$ cat src/rtl/barrel_rotator_pipelined.sv
// barrel_rotator_pipelined
//
// Pipelined dynamic barrel rotator / logical shifter with a valid/ready
// stream interface. Each transaction carries its own amount, direction and
// mode. The log2(WIDTH) binary levels of the shift network are spread over
// STAGES register stages so that wide datapaths can close timing.
//
// Parameters:
//   WIDTH        data width, power of two, >= 2
//   STAGES       number of register stages, 1 .. AMOUNT_WIDTH
//   AMOUNT_WIDTH derived, log2(WIDTH)
//
// Ports:
//   clock         rising-edge clock
//   resetn        asynchronous active-low reset
//   in_data       data to rotate / shift
//   in_amount     rotation / shift amount, 0 .. WIDTH-1
//   in_direction  0 = left (toward MSB), 1 = right
//   in_mode       0 = rotate, 1 = logical shift (vacated bits zero)
//   in_valid      input transaction valid
//   in_ready      block can accept this cycle (combinational)
//   out_data      result (registered)
//   out_valid     result valid (registered)
//   out_ready     consumer accepts the result

module barrel_rotator_pipelined #(
   parameter  int WIDTH        = 8,
   parameter  int STAGES       = 1,
   localparam int AMOUNT_WIDTH = $clog2(WIDTH)
) (
   input  logic                    clock,
   input  logic                    resetn,
   input  logic [WIDTH-1:0]        in_data,
   input  logic [AMOUNT_WIDTH-1:0] in_amount,
   input  logic                    in_direction,
   input  logic                    in_mode,
   input  logic                    in_valid,
   output logic                    in_ready,
   output logic [WIDTH-1:0]        out_data,
   output logic                    out_valid,
   input  logic                    out_ready
);

   // Mirror a word end for end. Right moves are done by mirroring the
   // operand, moving it left, and mirroring the result back.
   function automatic logic [WIDTH-1:0] bit_reverse(input logic [WIDTH-1:0] d);
      logic [WIDTH-1:0] r;
      for (int i = 0; i < WIDTH; i++) begin
         r[i] = d[WIDTH-1-i];
      end
      return r;
   endfunction

   // Apply the levels of the left network that belong to one stage. Level k
   // moves by 2^k and lives in stage floor(k*STAGES/AMOUNT_WIDTH). In shift
   // mode the bits leaving the top are dropped instead of wrapping around.
   function automatic logic [WIDTH-1:0] stage_network(
      input logic [WIDTH-1:0]        d,
      input logic [AMOUNT_WIDTH-1:0] amount,
      input logic                    mode,
      input int                      stage
   );
      logic [WIDTH-1:0] r;
      r = d;
      for (int k = 0; k < AMOUNT_WIDTH; k++) begin
         if ((((k * STAGES) / AMOUNT_WIDTH) == stage) && amount[k]) begin
            if (mode) begin
               r = r << (1 << k);
            end else begin
               r = (r << (1 << k)) | (r >> (WIDTH - (1 << k)));
            end
         end
      end
      return r;
   endfunction

   logic [STAGES-1:0] stage_valid;
   logic [STAGES-1:0] stage_load;

   // Handshake chain, evaluated from the output backwards. A stage may load
   // a new entry when it is empty or when its current entry moves on this
   // cycle; the last stage's entry moves when the consumer takes it. This
   // collapses bubbles and lets in_ready follow out_ready combinationally.
   always_comb begin
      logic downstream_takes;
      downstream_takes = out_ready;
      for (int s = STAGES - 1; s >= 0; s--) begin
         stage_load[s]    = !stage_valid[s] || downstream_takes;
         downstream_takes = stage_load[s];
      end
   end

   assign in_ready  = stage_load[0];
   assign out_valid = stage_valid[STAGES-1];

   for (genvar s = 0; s < STAGES; s++) begin : g_stage
      logic [WIDTH-1:0]        src_data;
      logic [WIDTH-1:0]        left_data;
      logic [WIDTH-1:0]        net_data;
      logic [AMOUNT_WIDTH-1:0] src_amount;
      logic                    src_direction;
      logic                    src_mode;
      logic                    src_valid;
      logic [WIDTH-1:0]        data_q;
      logic                    valid_q;

      if (s == 0) begin : g_src_input
         assign src_data      = in_direction ? bit_reverse(in_data) : in_data;
         assign src_amount    = in_amount;
         assign src_direction = in_direction;
         assign src_mode      = in_mode;
         assign src_valid     = in_valid;
      end else begin : g_src_prev
         assign src_data      = g_stage[s-1].data_q;
         assign src_amount    = g_stage[s-1].g_ctrl.amount_q;
         assign src_direction = g_stage[s-1].g_ctrl.direction_q;
         assign src_mode      = g_stage[s-1].g_ctrl.mode_q;
         assign src_valid     = g_stage[s-1].valid_q;
      end

      assign left_data = stage_network(src_data, src_amount, src_mode, s);

      // The final stage undoes the input mirror before registering, so
      // out_data comes straight from a flop and is already in natural order.
      if (s == STAGES - 1) begin : g_last
         assign net_data = src_direction ? bit_reverse(left_data) : left_data;
         assign out_data = data_q;
      end else begin : g_mid
         assign net_data = left_data;
      end

      assign stage_valid[s] = valid_q;

      // Stage payload and valid flag. An entry that cannot move keeps its
      // value, which is what holds out_data steady under backpressure.
      always_ff @(posedge clock or negedge resetn) begin
         if (!resetn) begin
            data_q  <= '0;
            valid_q <= 1'b0;
         end else if (stage_load[s]) begin
            data_q  <= net_data;
            valid_q <= src_valid;
         end
      end

      // Control fields travel with the partly moved data so later stages
      // know which of their levels to apply and whether to mirror back.
      // The last stage holds a finished result and needs none of them.
      if (s < STAGES - 1) begin : g_ctrl
         logic [AMOUNT_WIDTH-1:0] amount_q;
         logic                    direction_q;
         logic                    mode_q;

         always_ff @(posedge clock or negedge resetn) begin
            if (!resetn) begin
               amount_q    <= '0;
               direction_q <= 1'b0;
               mode_q      <= 1'b0;
            end else if (stage_load[s]) begin
               amount_q    <= src_amount;
               direction_q <= src_direction;
               mode_q      <= src_mode;
            end
         end
      end
   end

endmodule
$ cat config.mk
export PLATFORM = sky130hd
export DESIGN_NAME = barrel_rotator_pipelined
export DESIGN_NICKNAME = d
export VERILOG_FILES = /design/src/rtl/barrel_rotator_pipelined.sv
export SDC_FILE = /design/constraint.sdc
export NUM_CORES = 1
export LEC_CHECK = 0
export ABC_AREA = 1
export CAP_MARGIN = 10
export CORE_UTILIZATION = 40
export CTS_CLUSTER_DIAMETER = 200
export DETAILED_ROUTE_END_ITERATION = 10
export GPL_TIMING_DRIVEN = 0
export PLACE_DENSITY = 0.77
export SYNTH_ARGS = -nofsm -noshare
export SYNTH_HDL_FRONTEND = slang
export SYNTH_SLANG_ARGS = --single-unit
$ cat constraint.sdc
create_clock -name clock -period 1.9 [get_ports clock]
set_input_delay 0.475 -clock clock [delete_from_list [all_inputs] [get_ports clock]]
set_output_delay 0.475 -clock clock [all_outputs]
set_load 0.02 [all_outputs]
==> impl_metrics.json <==
{
  "status": "completed",
  "core_sq_um": 2020,
  "rsz0062_at_grt": "no",
  "cp_slowest_cell": "clkdlybuf4s50_1",
  "cts_htree_levels": 1,
  "switching_share_pct": 36.6,
  "dieWidth_um": 49.0,
  "arrival_ns": 1.34,
  "drc": 0,
  "tns_ns": 0,
  "grt_pass1_wl_um": 3850,
  "critPathLaunchType": "primary input",
  "cts.path.max_buffers": 2,
  "numCtsBuffers": 3,
  "drt_iter0_drc": 62,
  "hold_violations": 0,
  "synth_top_area_share_pct": 27.2,
  "finClkSkew_ns": 0.00436,
  "power.density_nw_per_um2": 580,
  "ys_warn_count": 0,
  "yosys.cell_types.count": 15,
  "hpwl_um": 1780,
  "crit_buf_inv": 3,
  "synth_top_cell_by_area": "nand3_1",
  "worstPathRequired_ns": 1.42,
  "cts_root_buf": "clkbuf_4",
  "combPwrFrac_pct": 45.7,
  "final_cell_area_sq_um": 1190,
  "placed_area_sq_um": 1160,
  "min_path_type": "reg -> reg",
  "path_cells": "clkdlybuf4s50_1 > nor2_4 > inv_2 > buf_2",
  "worst_ir_drop_vdd_mv": 0.610,
  "grt_use_total_pct": 20.4,
  "clock_latency_ns": 0.26,
  "max_slew_margin_pct": 73.3,
  "period_share_pct": 95.6,
  "path_clk_slew_ns": 0.06,
  "layout_min_cycle_time_ns": 1.82,
  "endpoint_kind": "output pin",
  "top_level_ports": 27,
  "grt_pass1_vias": 926,
  "leakagePower_nw": 0.603,
  "die_y_um": 49.0,
  "synth.area.top_cells": "nand3_1 (27%), dfrtp_1 (25%), nand2_1 (25%)",
  "dr.pass1.iters": 4,
  "io_buffers": 24,
  "routedWlPerCell_um": 11.2,
  "crit_fanout": 9,
  "final_util_pct": 59.1,
  "ant_nets": 0,
  "cts.sinks": 9,
  "area_growth_pct": 35.1,
  "syn_avg_cell_area_sq_um": 6.23,
  "worst_slew_pin_slew_ns": 0.400,
  "slew_violations": 0,
  "p_seq_share_pct": 33.3,
  "pre_cts_slack_ns": -0.743,
  "worst-setup-path-type": "in -> out",
  "gp_congestion": 0.864,
  "setup_ws_ns": 0.0832,
  "synth_fp_nets": 159,
  "critPathTopFamily": "buffers and inverters",
  "die_area_sq_um": 2400,
  "maxCapViolations": 0,
  "layout.nets": 189,
  "yosys_register_bits": 9,
  "synth_cells": 142,
  "internal-power_w": 0.000439,
  "grt_antenna_before_repair": 0,
  "vias": 1052,
  "grt_max_degree": 11,
  "cts_tree": "yes",
  "p_sw_w": 0.000254,
  "synth_seq_area_share_pct": 25.5,
  "setup_viol": 0,
  "viasPerCell": 5.31,
  "pwr-share-clk_pct": 20.9,
  "synth_area_sq_um": 885,
  "fmax_mhz": 550,
  "wl_um": 2210,
  "drive_gt1_share_pct": 15.8,
  "std_cell_rows": 16,
  "antennaDiodeCount": 0,
  "grt_overflow": 0,
  "slowest_delay_ns": 0.50,
  "initial_core_util_pct": 43.7
}
-- final timing paths --
kind | cells after the start | slack, ns | start | endpoint
max | 4 | 0.08 | out_ready | in_ready
min | 2 | 0.48 | out_data[7] | out_data[7]
max reg2reg | 4 | 0.92 | out_valid | out_valid
min reg2reg | 2 | 0.48 | out_data[7] | out_data[7]
max in group asynchronous | 1 | 1.11 | resetn | out_data[2]
min in group asynchronous | 1 | 0.51 | resetn | out_data[7]
-- final cells by class --
type	count	area, sq um
buffer	4	45.0
clock buffer	4	26.3
fill	209	827
inverter	6	27.5
multi-input combinational	123	594
sequential	9	225
tap	27	33.8
timing repair buffer	25	243
-- state kept, by name, indices dropped and copies added, names as in the netlist --
signal / cells
out_valid: 1
out_data: 8
-- cells in the mapped netlist --
cell type	instances
nand2_4	2
buf_4	1
nor2_1	3
nand2_2	3
dfrtp_1	9
inv_6	1
buf_8	1
or2_1	1
inv_1	1
nor2_2	1
buf_6	2
nand3_1	48
nand2_1	59
nand3_2	6
inv_2	4
-- layout by cell type, fill, tap and decap left out, drive strengths merged --
master	n
nand3	54
nor2	4
clkbuf	4
inv	6
dfrtp	9
buf	6
or2	1
clkdlybuf4s50	23
nand2	64
-- power groups by stage --
stage / sequential, W / combinational [W] / clock [W]
global placement: 0.000234 / 0.000307 / 0
global route: 0.000235 / 0.000349 / 0.000168
CTS: 0.000231 / 0.000318 / 0.000152
detailed placement: 0.000235 / 0.000313 / 0
finish: 0.000231 / 0.000317 / 0.000145
floorplan: 0.000269 / 0.000152 / 0
-- kinds of logic after synthesis --
| logic type | share of synthesized area [%] |
|---|---|
| and+or+nand+nor | 66.3 |
| buffers and inverters | 8.20 |
| DFF | 25.5 |
-- layer usage --
metal	part of all wire (%)	track usage [%]	wire [um]	vias to the layer above
li1	-	-	-	531
met1	46	27.1	1010	484
met2	47	33.6	1040	37
met3	7.2	5.61	160	0
met4	0	2.94	0	0
met5	0	0	0	-
-- worst min-delay path: stages (launching register included) --
cell and delay, ns:
dfrtp_1 0.34, nand2_1 0.05, nand2_1 0.05
-- repair_timing --
| item | 4_1_cts | 5_1_grt |
|---|---|---|
| hold buffers | 0 | 0 |
| setup endpoints to repair | 1 | 0 |
| buffers inserted | 1 | 0 |
| gates resized for setup | 6 | 0 |
-- metrics by stage --
| step | power [W] | hold WS [ns] | cells |
|---|---|---|---|
| floorplan | 0.000422 | 0.179 | 142 |
| global placement | 0.000542 | 0.465 | 193 |
| detailed placement | 0.000548 | 0.464 | 193 |
| CTS | 0.000701 | 0.481 | 198 |
| global route | 0.000752 | 0.506 | 198 |
| finish | 0.000693 | 0.479 | 198 |
No activity file was read; power rests on OpenSTA's default activity.
